<file path="src/rtl/vetores_pkg.sv">
// Shared definitions for the vector-operation response checker.
//   - estado_t      : checker FSM state encoding
//   - LARGURA_PADRAO: default operand width
//   - modelo_ouro() : golden model {or, logical or, not} for the default
//                     width, kept here so benches can reuse it
package vetores_pkg;

    localparam int LARGURA_PADRAO = 3;
    localparam int LARGURA_OURO   = 3 * LARGURA_PADRAO + 1;

    typedef enum logic [1:0] {
        OCIOSO     = 2'd0,
        EXECUTANDO = 2'd1,
        DRENANDO   = 2'd2,
        CONCLUIDO  = 2'd3
    } estado_t;

    // Packed as {a|b, (|a)||(|b), ~{a,b}}; a sits in the MSBs of the NOT field.
    function automatic logic [LARGURA_OURO-1:0] modelo_ouro(
        input logic [LARGURA_PADRAO-1:0] a,
        input logic [LARGURA_PADRAO-1:0] b
    );
        return {a | b, (|a) || (|b), ~{a, b}};
    endfunction

endpackage

</file>
<file path="src/rtl/checar_vetores_modelo.sv">
// Combinational golden model of the vector-operation block.
// Ports:
//   a, b     : operands (LARGURA bits each)
//   esp_or   : expected bitwise OR
//   esp_log  : expected logical OR
//   esp_not  : expected NOT of {a,b}, a in the MSBs
module modelo_vetores #(
    parameter int LARGURA = 3
) (
    input  logic [LARGURA-1:0]   a,
    input  logic [LARGURA-1:0]   b,
    output logic [LARGURA-1:0]   esp_or,
    output logic                 esp_log,
    output logic [2*LARGURA-1:0] esp_not
);

    generate
        for (genvar gi = 0; gi < LARGURA; gi++) begin : g_bit
            assign esp_or[gi]              = a[gi] | b[gi];
            assign esp_not[gi]             = ~b[gi];
            assign esp_not[gi + LARGURA]   = ~a[gi];
        end
    endgenerate

    assign esp_log = (|a) || (|b);

endmodule

</file>
<file path="src/rtl/checar_vetores.sv">
// Sequential response checker: accepts operand pairs with the observed
// outputs of the vector-operation block, compares them one cycle later
// against the golden model and keeps pass/fail statistics for a run of
// N_VETORES vectors.
// Ports:
//   clk, rst           : clock (rising edge), async active-high reset
//   iniciar            : start pulse (honoured in OCIOSO / CONCLUIDO)
//   valido / pronto    : vector handshake, transfer on valido && pronto
//   a, b               : operands
//   obs_*              : observed outputs of the block under test
//   cont_ok, cont_erro : saturating pass/fail counters for the run
//   idx_primeiro_erro  : index of the first mismatching vector
//   houve_erro         : at least one mismatch this run
//   erro_vetor         : one-cycle pulse after a mismatching compare
//   concluido          : run finished, held until next iniciar or reset
module checar_vetores
    import vetores_pkg::*;
#(
    parameter int LARGURA      = LARGURA_PADRAO,
    parameter int N_VETORES    = 4,
    parameter int LARGURA_CONT = 8
) (
    input  logic                    clk,
    input  logic                    rst,
    input  logic                    iniciar,
    input  logic                    valido,
    output logic                    pronto,
    input  logic [LARGURA-1:0]      a,
    input  logic [LARGURA-1:0]      b,
    input  logic [LARGURA-1:0]      obs_or_bit_a_bit,
    input  logic                    obs_or_logico,
    input  logic [2*LARGURA-1:0]    obs_not,
    output logic [LARGURA_CONT-1:0] cont_ok,
    output logic [LARGURA_CONT-1:0] cont_erro,
    output logic [LARGURA_CONT-1:0] idx_primeiro_erro,
    output logic                    houve_erro,
    output logic                    erro_vetor,
    output logic                    concluido
);

    // Run-length counter is sized from N_VETORES alone so a narrow
    // LARGURA_CONT (which saturates) can never stall the end-of-run detect.
    localparam int                    LARG_RUN = (N_VETORES > 1) ? $clog2(N_VETORES) : 1;
    localparam logic [LARG_RUN-1:0]     ULTIMO   = LARG_RUN'(N_VETORES - 1);
    localparam logic [LARGURA_CONT-1:0] CONT_MAX = '1;

    estado_t estado_q, estado_d;

    logic [LARG_RUN-1:0]     run_q;
    logic [LARGURA_CONT-1:0] idx_q;

    // Stage 1 registers
    logic                    s1_valido_q;
    logic [LARGURA-1:0]      s1_a_q;
    logic [LARGURA-1:0]      s1_b_q;
    logic [LARGURA-1:0]      s1_obs_or_q;
    logic                    s1_obs_log_q;
    logic [2*LARGURA-1:0]    s1_obs_not_q;
    logic [LARGURA_CONT-1:0] s1_idx_q;

    // Stage 2 results
    logic [LARGURA_CONT-1:0] cont_ok_q;
    logic [LARGURA_CONT-1:0] cont_erro_q;
    logic [LARGURA_CONT-1:0] idx_erro_q;
    logic                    houve_erro_q;
    logic                    erro_vetor_q;

    logic [LARGURA-1:0]      esp_or;
    logic                    esp_log;
    logic [2*LARGURA-1:0]    esp_not;
    logic                    confere;

    logic transfer;
    logic ultimo_aceito;
    logic limpar;

    assign pronto        = (estado_q == EXECUTANDO);
    assign concluido     = (estado_q == CONCLUIDO);
    assign transfer      = valido && pronto;
    assign ultimo_aceito = transfer && (run_q == ULTIMO);
    assign limpar        = iniciar && ((estado_q == OCIOSO) || (estado_q == CONCLUIDO));

    // ---------------------------------------------------------------- FSM
    always_comb begin
        estado_d = estado_q;
        case (estado_q)
            OCIOSO:     if (iniciar)       estado_d = EXECUTANDO;
            EXECUTANDO: if (ultimo_aceito) estado_d = DRENANDO;
            // Leave only once the last vector has been compared
            DRENANDO:   if (!s1_valido_q)  estado_d = CONCLUIDO;
            CONCLUIDO:  if (iniciar)       estado_d = EXECUTANDO;
            default:                       estado_d = OCIOSO;
        endcase
    end

    always_ff @(posedge clk or posedge rst) begin
        if (rst) begin
            estado_q <= OCIOSO;
        end else begin
            estado_q <= estado_d;
        end
    end

    // ------------------------------------------------ acceptance counters
    always_ff @(posedge clk or posedge rst) begin
        if (rst) begin
            run_q <= '0;
            idx_q <= '0;
        end else if (limpar) begin
            run_q <= '0;
            idx_q <= '0;
        end else if (transfer) begin
            run_q <= run_q + 1'b1;
            if (idx_q != CONT_MAX) begin
                idx_q <= idx_q + 1'b1;
            end
        end
    end

    // ------------------------------------------------------------ stage 1
    always_ff @(posedge clk or posedge rst) begin
        if (rst) begin
            s1_valido_q  <= 1'b0;
            s1_a_q       <= '0;
            s1_b_q       <= '0;
            s1_obs_or_q  <= '0;
            s1_obs_log_q <= 1'b0;
            s1_obs_not_q <= '0;
            s1_idx_q     <= '0;
        end else begin
            s1_valido_q <= transfer;
            if (transfer) begin
                s1_a_q       <= a;
                s1_b_q       <= b;
                s1_obs_or_q  <= obs_or_bit_a_bit;
                s1_obs_log_q <= obs_or_logico;
                s1_obs_not_q <= obs_not;
                s1_idx_q     <= idx_q;
            end
        end
    end

    // ------------------------------------------------------------ stage 2
    modelo_vetores #(
        .LARGURA (LARGURA)
    ) u_modelo (
        .a       (s1_a_q),
        .b       (s1_b_q),
        .esp_or  (esp_or),
        .esp_log (esp_log),
        .esp_not (esp_not)
    );

    assign confere = (s1_obs_or_q == esp_or)
                  && (s1_obs_log_q == esp_log)
                  && (s1_obs_not_q == esp_not);

    always_ff @(posedge clk or posedge rst) begin
        if (rst) begin
            cont_ok_q    <= '0;
            cont_erro_q  <= '0;
            idx_erro_q   <= '0;
            houve_erro_q <= 1'b0;
            erro_vetor_q <= 1'b0;
        end else begin
            erro_vetor_q <= s1_valido_q && !confere;
            // limpar and s1_valido_q never coincide: the pipe is empty
            // in the states where iniciar is honoured.
            if (limpar) begin
                cont_ok_q    <= '0;
                cont_erro_q  <= '0;
                idx_erro_q   <= '0;
                houve_erro_q <= 1'b0;
            end else if (s1_valido_q) begin
                if (confere) begin
                    if (cont_ok_q != CONT_MAX) begin
                        cont_ok_q <= cont_ok_q + 1'b1;
                    end
                end else begin
                    if (cont_erro_q != CONT_MAX) begin
                        cont_erro_q <= cont_erro_q + 1'b1;
                    end
                    if (!houve_erro_q) begin
                        houve_erro_q <= 1'b1;
                        idx_erro_q   <= s1_idx_q;
                    end
                end
            end
        end
    end

    assign cont_ok           = cont_ok_q;
    assign cont_erro         = cont_erro_q;
    assign idx_primeiro_erro = idx_erro_q;
    assign houve_erro        = houve_erro_q;
    assign erro_vetor        = erro_vetor_q;

endmodule
</file>
<file path="config.mk">
export PLATFORM = sky130hd
export DESIGN_NAME = checar_vetores
export DESIGN_NICKNAME = d
export VERILOG_FILES = /design/src/rtl/vetores_pkg.sv /design/src/rtl/checar_vetores_modelo.sv /design/src/rtl/checar_vetores.sv
export SDC_FILE = /design/constraint.sdc
export NUM_CORES = 1
export LEC_CHECK = 0
export BUFFER_PORTS_ARGS = -buffer_cell sky130_fd_sc_hd__buf_2
export CAP_MARGIN = 20
export CORE_ASPECT_RATIO = 0.75
export CORE_MARGIN = 4
export CORE_UTILIZATION = 40
export CTS_CLUSTER_DIAMETER = 120
export DETAILED_ROUTE_END_ITERATION = 16
export PLACE_DENSITY_LB_ADDON = 0.25
export RECOVER_POWER = 100
export REMOVE_ABC_BUFFERS = 1
export SETUP_SLACK_MARGIN = 0.1
export SYNTH_ARGS = -nofsm -noshare
export SYNTH_HDL_FRONTEND = slang
export SYNTH_SLANG_ARGS = --single-unit
</file>
<file path="constraint.sdc">
create_clock -name clk -period 5.05 [get_ports clk]
set_input_delay 1.01 -clock clk [delete_from_list [all_inputs] [get_ports clk]]
set_output_delay 1.01 -clock clk [all_outputs]
set_load 0.05 [all_outputs]
</file>
==> impl_metrics.env, run 1 <==
export IMPL_tightest_slew_ns=1.47
export IMPL_violations="capacitance limit"
export IMPL_synth_main_ff_cell="dfrtp_1"
export IMPL_slew_viol_final=0
export IMPL_crit_chain="or4_1 -> o31a_1 -> o211ai_1 -> o21ai_0 -> or4_1 -> a21oi_1"
export IMPL_core_rowCount=26
export IMPL_fp_coreArea_um2=6990
export IMPL_power_switching_w=0.000655
export IMPL_grt_total_usage_pct=14.8
export IMPL_crit_slowest_cell="or4_1"
export IMPL_pwr_share_clk_pct=28.7
export IMPL_routedWlPerCell_um=14.2
export IMPL_cellLeakagePower_nw=1.51
export IMPL_timing_final_ws_setup_ns=1.63
export IMPL_cts_resized=0
export IMPL_min_path_type="flop to flop"
export IMPL_cp_common_cell="or4_1"
export IMPL_critPathLaunchType="flop"
export IMPL_final_hold_viol_count=0
export IMPL_synth_seq_area_share_pct=53.1
export IMPL_dieArea_um2=8880
export IMPL_ys_seq_elements=63
export IMPL_start_util_pct=42.4
export IMPL_tritoncts="yes"
export IMPL_clock_sinks=63
export IMPL_io_pins=48
export IMPL_startpoint="s1_b_q[1]$_DFFE_PP0P_"
export IMPL_multi_input_area_um2=1290
export IMPL_clk_pin_slew_ns=0.07
export IMPL_grt_max_degree=64
export IMPL_fin_crit_ns=3.42
export IMPL_internal_power_w=0.00116
export IMPL_finalCritPeriodShare_pct=67.6
export IMPL_async_flop_share_pct=100
export IMPL_crit_family="compound AO/OA/AOI/OAI gates"
export IMPL_cts_buffers=9
export IMPL_synth_cells=277
export IMPL_regArea_um2=1580
export IMPL_clk_latency_ns=0.34
export IMPL_hp_start="idx_primeiro_erro[3]$_DFFE_PP0P_"
export IMPL_die_x_um=107
export IMPL_drt_iter0_drc=121
export IMPL_cts_htree_levels=3
export IMPL_pwr_share_comb_pct=30.3
export IMPL_drtPass1Iterations=5
export IMPL_tns_ns=0
export IMPL_fillCellCount=686
export IMPL_grt_pass1_vias=2134
export IMPL_place_area_um2=3300
export IMPL_r2r_start="s1_b_q[1]$_DFFE_PP0P_"
export IMPL_gp_congestion=0.832
export IMPL_synth_distinct_cells=43
export IMPL_syn_area_um2=2970
export IMPL_synth_edf_count=0
export IMPL_critical_path_max_stage_delay_ns=0.68
export IMPL_endpoint_kind="flop"
export IMPL_slew_headroom_pct=1.14
export IMPL_swShare_pct=36.1
export IMPL_clockRootBuffer="clkbuf_8"
export IMPL_cp_max_fo=15
export IMPL_grt_pass1_wl_um=10200
export IMPL_rsz0062_at_grt="false"
export IMPL_clockBufferDepth=2
export IMPL_port_buffers=47
export IMPL_fin_area_um2=3480
export IMPL_ant_nets=0
export IMPL_max_freq_ghz=0.293
export IMPL_grt_overflow_total=0
export IMPL_areaGrowthSynthToFinish_pct=17.2
export IMPL_hpwl_um=4160
export IMPL_cts_hold_buf=0
export IMPL_viasPerCell=5.19
export IMPL_cp_required_ns=5.31
export IMPL_antenna_found_initial=0
export IMPL_outcome="finished with violations"
export IMPL_final_layout_size_suffix_gt1_share_pct=17.8
export IMPL_fin_skew_ns=0.00986
export IMPL_avgSynthCellArea_um2=10.7
export IMPL_die_y_um=82.6
export IMPL_power_density_nw_per_um2=522
export IMPL_ir_worst_vdd_uv=223
export IMPL_vias=2230
export IMPL_antenna_cells=0
export IMPL_drt_wl_total_um=6120
export IMPL_setup_viol_count_final=0
export IMPL_worst_setup_path_type="flop to flop"
export IMPL_cp_arrival_ns=3.67
export IMPL_pwr_share_seq_pct=41.0
export IMPL_yosys_warnings=0
export IMPL_postCtsSetupRepairBufs=0
export IMPL_fin_nets=354
export IMPL_drv_cap=1
export IMPL_crit_buf_inv=0
export IMPL_place_ws_ns=1.76
export IMPL_drc=0
export IMPL_r2r_slack_ns=1.63
## routing by layer
layer,wire [um],global-route usage (%),vias to the layer above
li1,-,-,1086
met1,3100,20.1,1101
met2,2680,22.3,37
met3,257,5.21,6
met4,74,4.92,0
met5,0,0,-
## power by group through the flow
| stage | Combinational (W) | Sequential, W | Clock (W) |
|---|---|---|---|
| after global routing | 0.000623 | 0.000761 | 0.000553 |
| after CTS | 0.000582 | 0.000746 | 0.000533 |
| after floorplan | 0.000399 | 0.000786 | 0 |
| after detailed placement | 0.000579 | 0.000755 | 0 |
| final | 0.000550 | 0.000744 | 0.000521 |
| after global placement | 0.000569 | 0.000751 | 0 |
## sequential cells by signal, indices dropped and copies added (netlist names), 3 cells and up
| signal | flops |
|---|---|
| idx_primeiro_erro | 8 |
| s1_b_q | 3 |
| s1_obs_not_q | 6 |
| s1_a_q | 3 |
| cont_erro | 8 |
| idx_q | 8 |
| s1_obs_or_q | 3 |
| s1_idx_q | 8 |
| cont_ok | 8 |
## worst register-to-register path: stages, from the launching register on
cell	delay, ns
dfrtp_1	0.43
or4_1	0.57
o31a_1	0.25
o211ai_1	0.60
o21ai_0	0.64
or4_1	0.68
a21oi_1	0.16
## metrics by stage
step,power (W),hold slack (ns),std cells,utilization (%)
2_1_floorplan,0.00118,0.479,268,-
3_3_place_gp,0.00132,0.487,414,47.2
3_5_place_dp,0.00133,0.491,414,47.2
4_1_cts,0.00186,0.506,430,50.6
5_1_grt,0.00194,0.528,430,49.7
6_report,0.00182,0.503,430,49.7
## cell type report
type	count	share of cell area, %
Tap cell	98	3.53
Clock inverter	2	1.73
Inverter	10	1.08
Sequential cell	63	45.3
Timing Repair Buffer	48	5.94
Multi-Input combinational cell	195	37.2
Clock buffer	14	5.25
## cell families (layout without fill, tap and decap cells)
kind of cell,after synthesis,after routing,share of synthesized area (%)
compound gates,43,43,9.32
mux,26,26,9.78
xor+xnor,17,17,5.02
fa+ha+maj,7,7,2.95
buf+inv,19,74,2.40
flops,63,63,53.1
simple gates,102,102,17.4
## cells in the mapped netlist, types with 2 or more instances
cell,number,share of area (%)
nand2b_1,7,1.5
o31ai_1,3,0.76
xnor2_1,8,2.4
nor2_1,17,2.2
or3_1,3,0.63
inv_1,10,1.3
mux2_2,24,9.1
buf_1,2,0.25
nor3_1,4,0.67
ha_1,7,3.0
nor4_1,3,0.63
mux2i_1,2,0.67
nand4_1,7,1.5
or4_1,2,0.51
o22ai_1,3,0.63
clkbuf_1,7,0.89
nor2b_1,3,0.63
dfrtp_1,63,53
a21oi_1,7,1.2
xor2_1,9,2.7
nand3_1,19,3.2
o21ai_0,18,3.0
nand2_1,29,3.7
## cells in the final DEF, fill, tap and decap left out, types with 3 or more instances in the layout
cell type,count
a21oi_1,7
buf_2,18
clkbuf_1,30
clkbuf_8,13
dfrtp_1,63
ha_1,7
inv_1,10
mux2_2,24
nand2_1,29
nand2b_1,7
nand3_1,19
nand4_1,7
nor2_1,17
nor2b_1,3
nor3_1,4
nor4_1,4
o21ai_0,20
o22ai_1,3
o31ai_1,3
or3_1,3
or4_1,3
xnor2_1,8
xor2_1,9
## path summary, 6_finish.rpt
path / end / depth (start not counted)
setup reg to reg: cont_erro[5]$_DFFE_PP0P_ / 6
min in group asynchronous: s1_obs_not_q[1]$_DFFE_PP0P_ / 3
max in group asynchronous: cont_ok[6]$_DFFE_PP0P_ / 3
setup / recovery: cont_erro[5]$_DFFE_PP0P_ / 6
hold / removal: idx_primeiro_erro[3]$_DFFE_PP0P_ / 2
hold reg to reg: idx_primeiro_erro[3]$_DFFE_PP0P_ / 2
Power figures use the tool's default switching activity.
==> run 2, diff against run 1 <==
clock period = 3.6 ns   (was 5.05 ns; I/O delays follow)
==> run 2 against run 1 <==
Effect of this change:
- the flow now finishes without violations
- critical path depth stayed put
- sequential power is 40% higher
- fmax up 18%
- critical path type unchanged
==> impl_metrics.env, run 2 (synthesis gave the netlist of run 1 again) <==
export IMPL_outcome="completed"
export IMPL_max_freq_ghz=0.345
export IMPL_cp_depth=6
export IMPL_clockRootBuffer="clkbuf_8"
export IMPL_final_layout_size_suffix_gt1_share_pct=18.3
export IMPL_place_area_um2=3310
export IMPL_pwr_share_clk_pct=26.7
export IMPL_cellLeakagePower_nw=1.51
export IMPL_mostFrequentLayoutCells="dfrtp_1 (63), clkbuf_1 (30), nand2_1 (29), mux2_2 (24)"
export IMPL_cp_required_ns=3.86
export IMPL_viasPerCell=5.08
export IMPL_place_ws_ns=1.00
export IMPL_tightest_slew_ns=1.10
export IMPL_tritoncts="yes"
export IMPL_fin_util_pct=49.5
export IMPL_internal_power_w=0.00157
export IMPL_antenna_cells=0
export IMPL_drv_cap=0
export IMPL_gp_congestion=0.799
export IMPL_drtPass1Iterations=4
export IMPL_cp_max_fo=15
export IMPL_cts_hold_buf=0
export IMPL_antenna_found_initial=0
export IMPL_grt_util_met1_pct=19.5
export IMPL_grt_pass1_wl_um=10400
export IMPL_vias=2191
export IMPL_worst_setup_path_type="flop to flop"
export IMPL_fin_nets=356
export IMPL_fin_area_um2=3460
export IMPL_fp_coreArea_um2=6990
export IMPL_rsz0062_at_grt="false"
export IMPL_endpoint_kind="flop"
export IMPL_cts_htree_levels=3
export IMPL_power_density_nw_per_um2=723
export IMPL_crit_family="compound AO/OA/AOI/OAI gates"
export IMPL_slew_headroom_pct=26.8
export IMPL_postCtsSetupRepairBufs=0
export IMPL_final_common_cell="dfrtp_1"
export IMPL_final_hold_viol_count=0
export IMPL_drt_iter0_drc=68
export IMPL_grt_max_degree=46
export IMPL_cts_resized=0
export IMPL_clockBufferDepth=2
export IMPL_timing_final_ws_setup_ns=0.698
export IMPL_fillCellCount=659
export IMPL_io_pins=48
export IMPL_fin_skew_ns=0.00708
export IMPL_top_usage_layer="met2"
export IMPL_die_y_um=82.6
export IMPL_met2_usage_pct=24.3
export IMPL_ant_nets=0
export IMPL_routedWlPerCell_um=14.2
export IMPL_start_util_pct=42.4
export IMPL_finalCritPeriodShare_pct=80.6
export IMPL_hold_slack_ns=0.495
export IMPL_setup_viol_count_final=0
export IMPL_clock_sinks=63
export IMPL_crit_chain="or4_1 -> o31a_1 -> o211ai_1 -> o21ai_2 -> or4_1 -> a21oi_1"
export IMPL_cp_common_cell="or4_1"
export IMPL_use_met3_pct=4.58
export IMPL_slew_viol_final=0
export IMPL_clk_latency_ns=0.34
export IMPL_swShare_pct=37.0
export IMPL_crit_slowest_cell="o211ai_1"
export IMPL_core_rowCount=26
export IMPL_grt_total_usage_pct=15.2
export IMPL_cp_arrival_ns=3.16
export IMPL_port_buffers=47
export IMPL_power_switching_w=0.000926
export IMPL_critPathLaunchType="flop"
export IMPL_tns_ns=0
export IMPL_dieArea_um2=8880
export IMPL_crit_buf_inv=0
export IMPL_drt_wl_total_um=6120
export IMPL_critical_path_max_stage_delay_ns=0.59
export IMPL_grt_overflow_total=0
export IMPL_hpwl_um=4250
export IMPL_min_path_type="input port to asynchronous set/reset pin"
export IMPL_ir_worst_vdd_uv=320
export IMPL_ff2ff_path_depth=6
export IMPL_die_x_um=107
export IMPL_areaGrowthSynthToFinish_pct=16.6
export IMPL_drc=0
export IMPL_grt_pass1_vias=2167
export IMPL_pwr_share_seq_pct=41.6
export IMPL_cts_buffers=9
export IMPL_clk_pin_slew_ns=0.07
export IMPL_pwr_share_comb_pct=31.7
export IMPL_fin_crit_ns=2.90
## run 2: stage by stage
step	std cells	total power, W
6_report	431	0.00250
3_5_place_dp	416	0.00189
2_1_floorplan	268	0.00166
4_1_cts	431	0.00256
3_3_place_gp	416	0.00187
5_1_grt	431	0.00267
## run 2: worst register-to-register path: stages, from the launching register on
cell and delay, ns:
dfrtp_1 0.42, or4_1 0.56, o31a_1 0.26, o211ai_1 0.59, o21ai_2 0.30, or4_1 0.56, a21oi_1 0.15
## run 2: area by class of cell
class	instances	area (um2)	share of cell area, %
inverter	10	37.5	1.08
sequential	63	1580	45.6
timing repair buffer	50	216	6.25
tap	98	123	3.54
multi-input combinational	195	1300	37.5
clock buffer	11	141	4.09
clock inverter	4	70.1	2.02
## run 2: layer usage
layer	vias up	share of wire, %
li1	1086	-
met4	0	1.7
met3	10	4.5
met2	54	45
met1	1041	49
met5	-	0
## run 2: worst paths after layout
path / from / end / slack, ns
max: s1_b_q[1]$_DFFE_PP0P_ / cont_erro[5]$_DFFE_PP0P_ / 0.70
min: rst / s1_idx_q[5]$_DFFE_PP0P_ / 0.50
max reg2reg: s1_b_q[1]$_DFFE_PP0P_ / cont_erro[5]$_DFFE_PP0P_ / 0.70
min reg2reg: idx_primeiro_erro[3]$_DFFE_PP0P_ / idx_primeiro_erro[3]$_DFFE_PP0P_ / 0.50
max in group asynchronous: rst / s1_obs_not_q[3]$_DFFE_PP0P_ / 1.58
min in group clk: idx_primeiro_erro[3]$_DFFE_PP0P_ / idx_primeiro_erro[3]$_DFFE_PP0P_ / 0.50
## run 2: power groups by stage
| stage | registers [W] | logic [W] | clock network [W] |
|---|---|---|---|
| final | 0.00104 | 0.000793 | 0.000668 |
| after global routing | 0.00107 | 0.000886 | 0.000714 |
| after CTS | 0.00104 | 0.000835 | 0.000686 |
| after detailed placement | 0.00106 | 0.000830 | 0 |
| after global placement | 0.00105 | 0.000815 | 0 |
| after floorplan | 0.00110 | 0.000560 | 0 |
==> run 3, diff against run 2 <==
clock period = 2.62 ns   (was 3.6 ns; I/O delays follow)
==> run 3 against run 2 <==
Effect of this change:
- sequential share of layout area shrank 0.92 points
- fmax increased by 19%
- setup slack lost 0.52 ns
- total power rose by 41%
- critical endpoint unchanged
- highest routed layer unchanged
==> impl_metrics.env, run 3 (synthesis gave the netlist of run 1 again) <==
export IMPL_outcome="completed"
export IMPL_drt_iter0_drc=96
export IMPL_port_buffers=47
export IMPL_grt_pass1_wl_um=10400
export IMPL_antenna_found_initial=0
export IMPL_reg2reg_to="cont_erro[5]$_DFFE_PP0P_"
export IMPL_core_rowCount=26
export IMPL_fin_nets=360
export IMPL_worst_setup_path_type="flop to flop"
export IMPL_tightest_slew_ns=1.17
export IMPL_die_x_um=107
export IMPL_fillCellCount=694
export IMPL_drc=0
export IMPL_r2r_slack_ns=0.18
export IMPL_tns_ns=0
export IMPL_cts_htree_levels=3
export IMPL_grt_total_usage_pct=15.3
export IMPL_swShare_pct=36.9
export IMPL_pwr_share_clk_pct=26.8
export IMPL_cp_required_ns=2.86
export IMPL_clk_pin_slew_ns=0.07
export IMPL_areaGrowthSynthToFinish_pct=19.0
export IMPL_ir_worst_vdd_uv=449
export IMPL_routedWlPerCell_um=14.2
export IMPL_slew_headroom_pct=21.6
export IMPL_start_util_pct=42.4
export IMPL_drtPass1Iterations=5
export IMPL_critPathLaunchType="flop"
export IMPL_grt_overflow_total=0
export IMPL_clockBufferDepth=2
export IMPL_max_freq_ghz=0.409
export IMPL_cp_max_fo=10
export IMPL_tritoncts="yes"
export IMPL_finalCritPeriodShare_pct=93.3
export IMPL_clockRootBuffer="clkbuf_8"
export IMPL_cellLeakagePower_nw=1.53
export IMPL_grt_max_degree=43
export IMPL_r2r_start="s1_b_q[1]$_DFFE_PP0P_"
export IMPL_cp_arrival_ns=2.68
export IMPL_multi_input_area_um2=1330
export IMPL_power_density_nw_per_um2=995
export IMPL_hold_slack_ns=0.349
export IMPL_slew_viol_final=0
export IMPL_ant_nets=0
export IMPL_vias=2192
export IMPL_final_hold_viol_count=0
export IMPL_fin_skew_ns=0.00644
export IMPL_cts_buffers=9
export IMPL_endpoint_kind="flop"
export IMPL_mostFrequentLayoutCells="dfrtp_1 (63), clkbuf_1 (32), nand2_1 (29), mux2_2 (24)"
export IMPL_min_path_type="input port to asynchronous set/reset pin"
export IMPL_clock_sinks=63
export IMPL_setup_viol_count_final=0
export IMPL_viasPerCell=5.03
export IMPL_pwr_share_comb_pct=32.1
export IMPL_pwr_share_seq_pct=41.1
export IMPL_grt_pass1_vias=2118
export IMPL_ff2ff_path_depth=6
export IMPL_drt_wl_total_um=6170
export IMPL_regArea_um2=1580
export IMPL_final_common_cell="dfrtp_1"
export IMPL_gp_congestion=0.777
export IMPL_internal_power_w=0.00222
export IMPL_clk_latency_ns=0.33
export IMPL_io_pins=48
export IMPL_power_switching_w=0.00130
export IMPL_fin_crit_ns=2.44
export IMPL_drv_cap=0
export IMPL_antenna_cells=0
export IMPL_hpwl_um=4320
export IMPL_fp_coreArea_um2=6990
export IMPL_final_layout_size_suffix_gt1_share_pct=19.8
export IMPL_rsz0062_at_grt="false"
export IMPL_die_y_um=82.6
export IMPL_dieArea_um2=8880
==> run 3: worst max path at each step <==
stage | startpoint | end | depth (start not counted)
after floorplan | estado_q[1]$_DFFE_PP0P_ | idx_q[7]$_DFFE_PP0P_ | 9
after global placement | s1_b_q[1]$_DFFE_PP0P_ | idx_primeiro_erro[5]$_DFFE_PP0P_ | 5
after detailed placement | s1_b_q[1]$_DFFE_PP0P_ | idx_primeiro_erro[0]$_DFFE_PP0P_ | 5
after CTS | s1_b_q[1]$_DFFE_PP0P_ | cont_ok[7]$_DFFE_PP0P_ | 7
after global routing | s1_b_q[1]$_DFFE_PP0P_ | cont_erro[5]$_DFFE_PP0P_ | 6
final | s1_b_q[1]$_DFFE_PP0P_ | cont_erro[5]$_DFFE_PP0P_ | 6
==> run 3: final cells by class <==
class,count,area share [%]
sequential,63,44.6
inverter,10,1.06
clock inverter,3,1.84
clock buffer,13,4.50
multi-input combinational,195,37.6
timing repair buffer,54,6.87
tap,98,3.47
==> run 3: worst max-delay path: stages, from the launching register on <==
cell	delay, ns
dfrtp_1	0.42
or4_1	0.60
o31a_1	0.30
o211ai_4	0.19
o21ai_2	0.15
or4_1	0.53
a21oi_1	0.16
==> run 3: metal layers <==
layer  vias to the layer above  routed length (um)  GRT usage, %
li1                       1100                   -             -
met1                      1036                3160          21.4
met2                        43                2620          21.5
met3                        13                 267          4.27
met4                         0                 125          7.94
met5                         -                   0             0
==> run 3: timing repair <==
action                                  in CTS  in global routing
cloned                                       0                  0
hold buffers                                 0                  0
gates resized for setup                      1                  1
endpoints found under the setup margin      11                  9
setup buffers                                1                  0
pin swaps                                    1                  0
==> run 3: power by group through the flow <==
stage / combinational (W) / clock (W) / sequential [W]
global placement: 0.00113 / 0 / 0.00145
CTS: 0.00117 / 0.000974 / 0.00144
finish: 0.00113 / 0.000941 / 0.00144
global route: 0.00126 / 0.00102 / 0.00149
detailed placement: 0.00115 / 0 / 0.00145
floorplan: 0.000769 / 0 / 0.00151
==> run 3: per-stage QoR <==
| step | worst slack, ns | instances | utilization, % | area [um2] | total power [W] |
|---|---|---|---|---|---|
| 6_report | 0.177 | 436 | 50.5 | 3530 | 0.00352 |
| 5_1_grt | 0.0617 | 436 | 50.5 | 3530 | 0.00377 |
| 4_1_cts | 0.175 | 436 | 51.3 | 3580 | 0.00358 |
| 3_5_place_dp | 0.0392 | 419 | 47.9 | 3350 | 0.00261 |
| 3_3_place_gp | 0.155 | 419 | 47.9 | 3350 | 0.00258 |
| 2_1_floorplan | -0.223 | 268 | - | 2930 | 0.00228 |
